--- src/rtl/control_sequencer_if.sv ---
// Control bundle between the Mini SRC hardwired sequencer and the DataPath.
// The sequencer (master) drives every strobe and reads IR and Stop back.
interface control_sequencer_if;
  logic [31:0] IR;
  logic        Stop;

  logic PCout, PCin, IncPC, MARin;
  logic Read, Write, MD_read, MDRin, MDRout;
  logic IRin, Yin, Zlowin, Zlowout;
  logic Gra, Grb, Grc, Rin, Rout, BAout, Csignout;
  logic ADD, SUB, AND, OR;
  logic Run;
  logic [4:0] state;

  modport master (
    input  IR, Stop,
    output PCout, PCin, IncPC, MARin,
    output Read, Write, MD_read, MDRin, MDRout,
    output IRin, Yin, Zlowin, Zlowout,
    output Gra, Grb, Grc, Rin, Rout, BAout, Csignout,
    output ADD, SUB, AND, OR,
    output Run, state
  );

  modport slave (
    output IR, Stop,
    input  PCout, PCin, IncPC, MARin,
    input  Read, Write, MD_read, MDRin, MDRout,
    input  IRin, Yin, Zlowin, Zlowout,
    input  Gra, Grb, Grc, Rin, Rout, BAout, Csignout,
    input  ADD, SUB, AND, OR,
    input  Run, state
  );
endinterface

--- src/rtl/control_sequencer.sv ---
// Hardwired Moore control unit for Mini SRC: one control step per clock,
// every strobe decoded purely from the current state.
module control_sequencer #(
  parameter bit HALT_ON_UNKNOWN = 1'b1
) (
  input logic                  clock,
  input logic                  clear,
  control_sequencer_if.master  bus
);

  typedef enum logic [4:0] {
    S_RESET   = 5'd0,
    S_F0      = 5'd1,
    S_F1      = 5'd2,
    S_F2      = 5'd3,
    S_E3_REG  = 5'd4,
    S_E3_BA   = 5'd5,
    S_E4_ADD  = 5'd6,
    S_E4_SUB  = 5'd7,
    S_E4_AND  = 5'd8,
    S_E4_OR   = 5'd9,
    S_E4_ADDI = 5'd10,
    S_E4_ANDI = 5'd11,
    S_E4_ORI  = 5'd12,
    S_E5_WB   = 5'd13,
    S_E5_MAR  = 5'd14,
    S_E6_LD   = 5'd15,
    S_E6_ST   = 5'd16,
    S_E7_LD   = 5'd17,
    S_E7_ST   = 5'd18,
    S_HALT    = 5'd19
  } state_e;

  localparam logic [4:0] OP_LD   = 5'b00000;
  localparam logic [4:0] OP_LDI  = 5'b00001;
  localparam logic [4:0] OP_ST   = 5'b00010;
  localparam logic [4:0] OP_ADD  = 5'b00011;
  localparam logic [4:0] OP_SUB  = 5'b00100;
  localparam logic [4:0] OP_AND  = 5'b00101;
  localparam logic [4:0] OP_OR   = 5'b00110;
  localparam logic [4:0] OP_ADDI = 5'b01100;
  localparam logic [4:0] OP_ANDI = 5'b01101;
  localparam logic [4:0] OP_ORI  = 5'b01110;
  localparam logic [4:0] OP_NOP  = 5'b11010;
  localparam logic [4:0] OP_HALT = 5'b11011;

  state_e     state_q, state_d;
  state_e     fetch_or_halt;
  logic [4:0] opcode;
  logic       is_mem;
  logic       ir_operand_unused;

  assign opcode = bus.IR[31:27];
  assign is_mem = (opcode == OP_LD) || (opcode == OP_ST);

  // Operand fields are consumed by the datapath's select-and-encode logic.
  assign ir_operand_unused = ^bus.IR[26:0];

  // Every instruction boundary doubles as the Stop sampling point.
  assign fetch_or_halt = bus.Stop ? S_HALT : S_F0;

  // NOTE: sequential state uses non-blocking assignments so every register
  // samples pre-edge values; blocking here would create order-dependent races.
  always_ff @(posedge clock or posedge clear) begin
    if (clear) begin
      state_q <= S_RESET;
    end else begin
      state_q <= state_d;
    end
  end

  // NOTE: state_d gets a default before the case so no path leaves it
  // unassigned, which would otherwise infer a latch.
  always_comb begin
    state_d = state_q;
    unique case (state_q)
      S_RESET: state_d = fetch_or_halt;
      S_F0:    state_d = S_F1;
      S_F1:    state_d = S_F2;
      S_F2: begin
        unique case (opcode)
          OP_ADD, OP_SUB, OP_AND, OP_OR,
          OP_ADDI, OP_ANDI, OP_ORI: state_d = S_E3_REG;
          OP_LDI, OP_LD, OP_ST:     state_d = S_E3_BA;
          OP_NOP:                   state_d = fetch_or_halt;
          OP_HALT:                  state_d = S_HALT;
          default:                  state_d = HALT_ON_UNKNOWN ? S_HALT : fetch_or_halt;
        endcase
      end
      S_E3_REG: begin
        unique case (opcode)
          OP_ADD:  state_d = S_E4_ADD;
          OP_SUB:  state_d = S_E4_SUB;
          OP_AND:  state_d = S_E4_AND;
          OP_OR:   state_d = S_E4_OR;
          OP_ADDI: state_d = S_E4_ADDI;
          OP_ANDI: state_d = S_E4_ANDI;
          OP_ORI:  state_d = S_E4_ORI;
          default: state_d = fetch_or_halt;
        endcase
      end
      // ldi, ld and st share the base+offset address computation.
      S_E3_BA:   state_d = S_E4_ADDI;
      S_E4_ADDI: state_d = is_mem ? S_E5_MAR : S_E5_WB;
      S_E4_ADD, S_E4_SUB, S_E4_AND, S_E4_OR,
      S_E4_ANDI, S_E4_ORI: state_d = S_E5_WB;
      S_E5_WB:   state_d = fetch_or_halt;
      S_E5_MAR:  state_d = (opcode == OP_ST) ? S_E6_ST : S_E6_LD;
      S_E6_LD:   state_d = S_E7_LD;
      S_E6_ST:   state_d = S_E7_ST;
      S_E7_LD:   state_d = fetch_or_halt;
      S_E7_ST:   state_d = fetch_or_halt;
      S_HALT:    state_d = S_HALT;
      default:   state_d = S_RESET;
    endcase
  end

  always_comb begin
    bus.PCout    = 1'b0;
    bus.PCin     = 1'b0;
    bus.IncPC    = 1'b0;
    bus.MARin    = 1'b0;
    bus.Read     = 1'b0;
    bus.Write    = 1'b0;
    bus.MD_read  = 1'b0;
    bus.MDRin    = 1'b0;
    bus.MDRout   = 1'b0;
    bus.IRin     = 1'b0;
    bus.Yin      = 1'b0;
    bus.Zlowin   = 1'b0;
    bus.Zlowout  = 1'b0;
    bus.Gra      = 1'b0;
    bus.Grb      = 1'b0;
    bus.Grc      = 1'b0;
    bus.Rin      = 1'b0;
    bus.Rout     = 1'b0;
    bus.BAout    = 1'b0;
    bus.Csignout = 1'b0;
    bus.ADD      = 1'b0;
    bus.SUB      = 1'b0;
    bus.AND      = 1'b0;
    bus.OR       = 1'b0;
    unique case (state_q)
      S_F0: begin
        bus.PCout  = 1'b1;
        bus.MARin  = 1'b1;
        bus.IncPC  = 1'b1;
        bus.Zlowin = 1'b1;
      end
      S_F1: begin
        bus.Zlowout = 1'b1;
        bus.PCin    = 1'b1;
        bus.Read    = 1'b1;
        bus.MD_read = 1'b1;
        bus.MDRin   = 1'b1;
      end
      S_F2: begin
        bus.MDRout = 1'b1;
        bus.IRin   = 1'b1;
      end
      S_E3_REG: begin
        bus.Grb  = 1'b1;
        bus.Rout = 1'b1;
        bus.Yin  = 1'b1;
      end
      S_E3_BA: begin
        bus.Grb   = 1'b1;
        bus.BAout = 1'b1;
        bus.Yin   = 1'b1;
      end
      S_E4_ADD, S_E4_SUB, S_E4_AND, S_E4_OR: begin
        bus.Grc    = 1'b1;
        bus.Rout   = 1'b1;
        bus.Zlowin = 1'b1;
        bus.ADD    = (state_q == S_E4_ADD);
        bus.SUB    = (state_q == S_E4_SUB);
        bus.AND    = (state_q == S_E4_AND);
        bus.OR     = (state_q == S_E4_OR);
      end
      S_E4_ADDI, S_E4_ANDI, S_E4_ORI: begin
        bus.Csignout = 1'b1;
        bus.Zlowin   = 1'b1;
        bus.ADD      = (state_q == S_E4_ADDI);
        bus.AND      = (state_q == S_E4_ANDI);
        bus.OR       = (state_q == S_E4_ORI);
      end
      S_E5_WB: begin
        bus.Zlowout = 1'b1;
        bus.Gra     = 1'b1;
        bus.Rin     = 1'b1;
      end
      S_E5_MAR: begin
        bus.Zlowout = 1'b1;
        bus.MARin   = 1'b1;
      end
      S_E6_LD: begin
        bus.Read    = 1'b1;
        bus.MD_read = 1'b1;
        bus.MDRin   = 1'b1;
      end
      S_E6_ST: begin
        bus.Gra   = 1'b1;
        bus.Rout  = 1'b1;
        bus.MDRin = 1'b1;
      end
      S_E7_LD: begin
        bus.MDRout = 1'b1;
        bus.Gra    = 1'b1;
        bus.Rin    = 1'b1;
      end
      S_E7_ST: bus.Write = 1'b1;
      default: ;
    endcase
  end

  assign bus.Run   = (state_q != S_RESET) && (state_q != S_HALT);
  assign bus.state = state_q;

endmodule

--- src/flat_wrapper.sv ---
// flat-port wrapper written by rule: the top's interface ports become plain ports
module control_sequencer_flat 
#(
  parameter bit HALT_ON_UNKNOWN = 1'b1
)
  (clock, clear, bus_IR, bus_Stop, bus_PCout, bus_PCin, bus_IncPC, bus_MARin, bus_Read, bus_Write, bus_MD_read, bus_MDRin, bus_MDRout, bus_IRin, bus_Yin, bus_Zlowin, bus_Zlowout, bus_Gra, bus_Grb, bus_Grc, bus_Rin, bus_Rout, bus_BAout, bus_Csignout, bus_ADD, bus_SUB, bus_AND, bus_OR, bus_Run, bus_state);
  control_sequencer_if bus_i ();
  input logic clock;
  input logic clear;
  input wire logic [$bits(bus_i.IR)-1:0] bus_IR;
  input wire logic [$bits(bus_i.Stop)-1:0] bus_Stop;
  output wire logic [$bits(bus_i.PCout)-1:0] bus_PCout;
  output wire logic [$bits(bus_i.PCin)-1:0] bus_PCin;
  output wire logic [$bits(bus_i.IncPC)-1:0] bus_IncPC;
  output wire logic [$bits(bus_i.MARin)-1:0] bus_MARin;
  output wire logic [$bits(bus_i.Read)-1:0] bus_Read;
  output wire logic [$bits(bus_i.Write)-1:0] bus_Write;
  output wire logic [$bits(bus_i.MD_read)-1:0] bus_MD_read;
  output wire logic [$bits(bus_i.MDRin)-1:0] bus_MDRin;
  output wire logic [$bits(bus_i.MDRout)-1:0] bus_MDRout;
  output wire logic [$bits(bus_i.IRin)-1:0] bus_IRin;
  output wire logic [$bits(bus_i.Yin)-1:0] bus_Yin;
  output wire logic [$bits(bus_i.Zlowin)-1:0] bus_Zlowin;
  output wire logic [$bits(bus_i.Zlowout)-1:0] bus_Zlowout;
  output wire logic [$bits(bus_i.Gra)-1:0] bus_Gra;
  output wire logic [$bits(bus_i.Grb)-1:0] bus_Grb;
  output wire logic [$bits(bus_i.Grc)-1:0] bus_Grc;
  output wire logic [$bits(bus_i.Rin)-1:0] bus_Rin;
  output wire logic [$bits(bus_i.Rout)-1:0] bus_Rout;
  output wire logic [$bits(bus_i.BAout)-1:0] bus_BAout;
  output wire logic [$bits(bus_i.Csignout)-1:0] bus_Csignout;
  output wire logic [$bits(bus_i.ADD)-1:0] bus_ADD;
  output wire logic [$bits(bus_i.SUB)-1:0] bus_SUB;
  output wire logic [$bits(bus_i.AND)-1:0] bus_AND;
  output wire logic [$bits(bus_i.OR)-1:0] bus_OR;
  output wire logic [$bits(bus_i.Run)-1:0] bus_Run;
  output wire logic [$bits(bus_i.state)-1:0] bus_state;
  assign bus_i.IR = bus_IR;
  assign bus_i.Stop = bus_Stop;
  assign bus_PCout = bus_i.PCout;
  assign bus_PCin = bus_i.PCin;
  assign bus_IncPC = bus_i.IncPC;
  assign bus_MARin = bus_i.MARin;
  assign bus_Read = bus_i.Read;
  assign bus_Write = bus_i.Write;
  assign bus_MD_read = bus_i.MD_read;
  assign bus_MDRin = bus_i.MDRin;
  assign bus_MDRout = bus_i.MDRout;
  assign bus_IRin = bus_i.IRin;
  assign bus_Yin = bus_i.Yin;
  assign bus_Zlowin = bus_i.Zlowin;
  assign bus_Zlowout = bus_i.Zlowout;
  assign bus_Gra = bus_i.Gra;
  assign bus_Grb = bus_i.Grb;
  assign bus_Grc = bus_i.Grc;
  assign bus_Rin = bus_i.Rin;
  assign bus_Rout = bus_i.Rout;
  assign bus_BAout = bus_i.BAout;
  assign bus_Csignout = bus_i.Csignout;
  assign bus_ADD = bus_i.ADD;
  assign bus_SUB = bus_i.SUB;
  assign bus_AND = bus_i.AND;
  assign bus_OR = bus_i.OR;
  assign bus_Run = bus_i.Run;
  assign bus_state = bus_i.state;
  control_sequencer #(.HALT_ON_UNKNOWN(HALT_ON_UNKNOWN)) u_core (.clock(clock), .clear(clear), .bus(bus_i));
endmodule
--- config.mk ---
export PLATFORM = sky130hd
export DESIGN_NAME = control_sequencer_flat
export DESIGN_NICKNAME = d
export VERILOG_FILES = /design/src/rtl/control_sequencer_if.sv /design/src/rtl/control_sequencer.sv /design/src/flat_wrapper.sv
export SDC_FILE = /design/constraint.sdc
export NUM_CORES = 1
export LEC_CHECK = 0
export ABC_AREA = 0
export BUFFER_PORTS_ARGS = -buffer_cell sky130_fd_sc_hd__buf_2
export CAP_MARGIN = 20
export CORE_MARGIN = 1.5
export CORE_UTILIZATION = 34
export CTS_CLUSTER_DIAMETER = 50
export CTS_CLUSTER_SIZE = 24
export DETAILED_ROUTE_END_ITERATION = 8
export PLACE_DENSITY_LB_ADDON = 0.05
export SLEW_MARGIN = 20
export SYNTH_ARGS = -nofsm -noshare
export SYNTH_HDL_FRONTEND = slang
export SYNTH_SLANG_ARGS = --single-unit
--- constraint.sdc ---
create_clock -name clock -period 1.6 [get_ports clock]
set_input_delay 0.4 -clock clock [delete_from_list [all_inputs] [get_ports clock]]
set_output_delay 0.4 -clock clock [all_outputs]
set_load 0.02 [all_outputs]
==> impl_metrics.tcl <==
set metrics [dict create \
    die-height_um 57.5 \
    final_cell_mix "buf_4 (67), buf_6 (24), buf_2 (15)" \
    grt_setup_unrepaired "true" \
    fin_area_um2 2210 \
    setup_violations 27 \
    ir_drop_v 0.00210 \
    max_cap_viol_count 0 \
    synth_warnings 0 \
    diodes 0 \
    grt_pass1_wl_um 6330 \
    dpl.cell_count 252 \
    synth_fa_ha_area_share_pct 1.11 \
    detailroute.via_count 1521 \
    syn_avg_cell_area_um2 6.88 \
    seqCellArea_um2 134 \
    ys_ff_latch 5 \
    worst_slew_pin_slew_ns 0.286 \
    cts_buffer_depth 2 \
    synth_nets 182 \
    critPathLaunchType "flop" \
    worst_clock_skew_ns 0.0113 \
    cts_buffers 3 \
    placed_area_um2 1790 \
    power_density_nw_per_um2 2440 \
    cp.arrival_ns 1.54 \
    tritoncts "yes" \
    io_pins 65 \
    synth-compound-area-share_pct 26.6 \
    netlist_area_um2 1010 \
    post-route-period-util_pct 121 \
    hold_ws_ns 0.0424 \
    synth_cell_type_count 50 \
    synth_ff_type "dfrtp_1" \
    cts-root-buf "clkbuf_4" \
    drive_above_1_share_pct 68.2 \
    multi_input_comb_area_um2 1070 \
    status "complete, but fails checks" \
    start_util_pct 36.3 \
    core_region_area_um2 2780 \
    synthMuxAreaShare_pct 0.990 \
    drt_iter0_markers 79 \
    dp_hpwl_um 2870 \
    area_growth_pct 119 \
    fin_crit_ns 1.94 \
    max_slew_margin_pct 80.8 \
    violations "negative setup slack" \
    largest_reg_flops 5 \
    hold_path.class "in2async" \
    clock_latency_ns 0.25 \
    grt_usage_pct 24.4 \
    die_x_um 57.5 \
    grt_overflow_total 0 \
    hold_viol_final 0 \
    detail_route.wl_per_cell_um 15.1 \
    synth_top_family_by_area "simple AND/OR/NAND/NOR gates" \
    reg2regPathDepth 6 \
    report.final.slew_viol_count 0 \
    worst_slack_ns -0.335 \
    fill_cells 190 \
    worstSetupEndpointType "primary output" \
    crit_required_ns 1.20 \
    routed_wl_um 4140 \
    antenna_found_initial 0 \
    cp_max_fo 8 \
    avgViaCountPerCell 5.57 \
    ys_seq_area_share_pct 12.4 \
    post-route-drc-count 0 \
    clkSlewWorstSetupHoldPaths_ns 0.05 \
    max_freq_mhz 517 \
    crit_type "reg2out" \
    grt_pass1_vias 1366 \
    synthCells 147 \
    die_area_um2 3310 \
    detail-route-antenna-nets 0 \
    final_common_cell "buf_4" \
    synth_xor_area_share_pct 3.47 \
    htreeDepth 1 \
    synthSimpleGateAreaFrac_pct 43.7 \
    fin_cells 273 \
    io_buffers 37 \
    synth_edf_count 0 \
    gp_congestion 0.837 \
    leakage_uw 0.00100 \
    cts_sinks 5 \
    grt_max_degree 16 \
    synthArstFlopShare_pct 100 \
    final_nets 278 \
    rows 19 \
    dr.pass1.iters 4 \
]
==> layer usage <==
layer / share of wire, % / GRT usage, %
met1: 43 / 33.1
met2: 50 / 39.9
met3: 5.9 / 2.49
met4: 0.97 / 8.97
met5: 0 / 0
==> logic make-up after synthesis <==
group,after synthesis
compound gates,39
xor+xnor,4
fa+ha+maj,1
buf+inv,21
flops,5
mux,1
simple gates,76
==> stage by stage <==
stage          setup TNS [ns]  power (uW)  utilization [%]  worst slack, ns
2_1_floorplan           -1.35        2930                -           -0.133
3_3_place_gp           -0.637        4050             64.3           -0.116
3_5_place_dp            -1.00        4100             64.3           -0.120
4_1_cts                 -7.06        4950             74.6           -0.333
5_1_grt                 -8.53        5660             79.5           -0.376
6_report                -7.21        5390             79.5           -0.335
==> report_power, final <==
group,internal [uW],switching [uW],total (uW),leakage (uW)
clock network,94.8,59.6,154,0.0000150
logic,2520,2310,4830,0.000931
registers,212,193,406,0.0000562
total,2830,2570,5390,0.00100
==> critical path, stage by stage (launching register included) <==
cell	delay (ns)
dfrtp_2	0.50
buf_12	0.18
nor2b_4	0.13
nand3_1	0.15
a21oi_4	0.17
buf_4	0.15
==> final cells by class <==
cell class                 count  area share (%)
sequential                     5            6.06
multi-input combinational    121            48.3
timing repair buffer         110            42.3
tap                           31            1.75
inverter                       2           0.340
clock buffer                   4            1.19
==> Yosys cell counts (5+ instances only) <==
cell,n,share of area (%)
nor2_1,14,5.2
buf_2,11,5.4
nor3_1,10,5.0
a21oi_1,8,4.0
nor2b_1,8,5.0
nand2b_1,7,4.3
nand2_1,6,2.2
nand3_1,6,3.0
o21ai_0,6,3.0
dfrtp_1,5,12
==> worst paths after layout <==
| check | start | endpoint | slack [ns] |
|---|---|---|---|
| max | u_core.bus.state[0] | bus_MARin | -0.34 |
| min | clear | u_core.bus.state[1] | 0.04 |
| max reg2reg | u_core.bus.state[1] | u_core.bus.state[4] | -0.23 |
| min reg2reg | u_core.bus.state[0] | u_core.bus.state[4] | 0.83 |
| max in group asynchronous | clear | u_core.bus.state[3] | 1.34 |
| min in group clock | bus_IR[31] | u_core.bus.state[2] | 0.60 |
==> what timing repair did <==
item | CTS | global route
setup buffers | 10 | 6
cloned | 1 | 0
gates resized for setup | 47 | 25
pin swaps | 8 | 10
hold buffers | 0 | 0
endpoints found under the setup margin | 29 | 30
(Power assumes the default switching activity.)
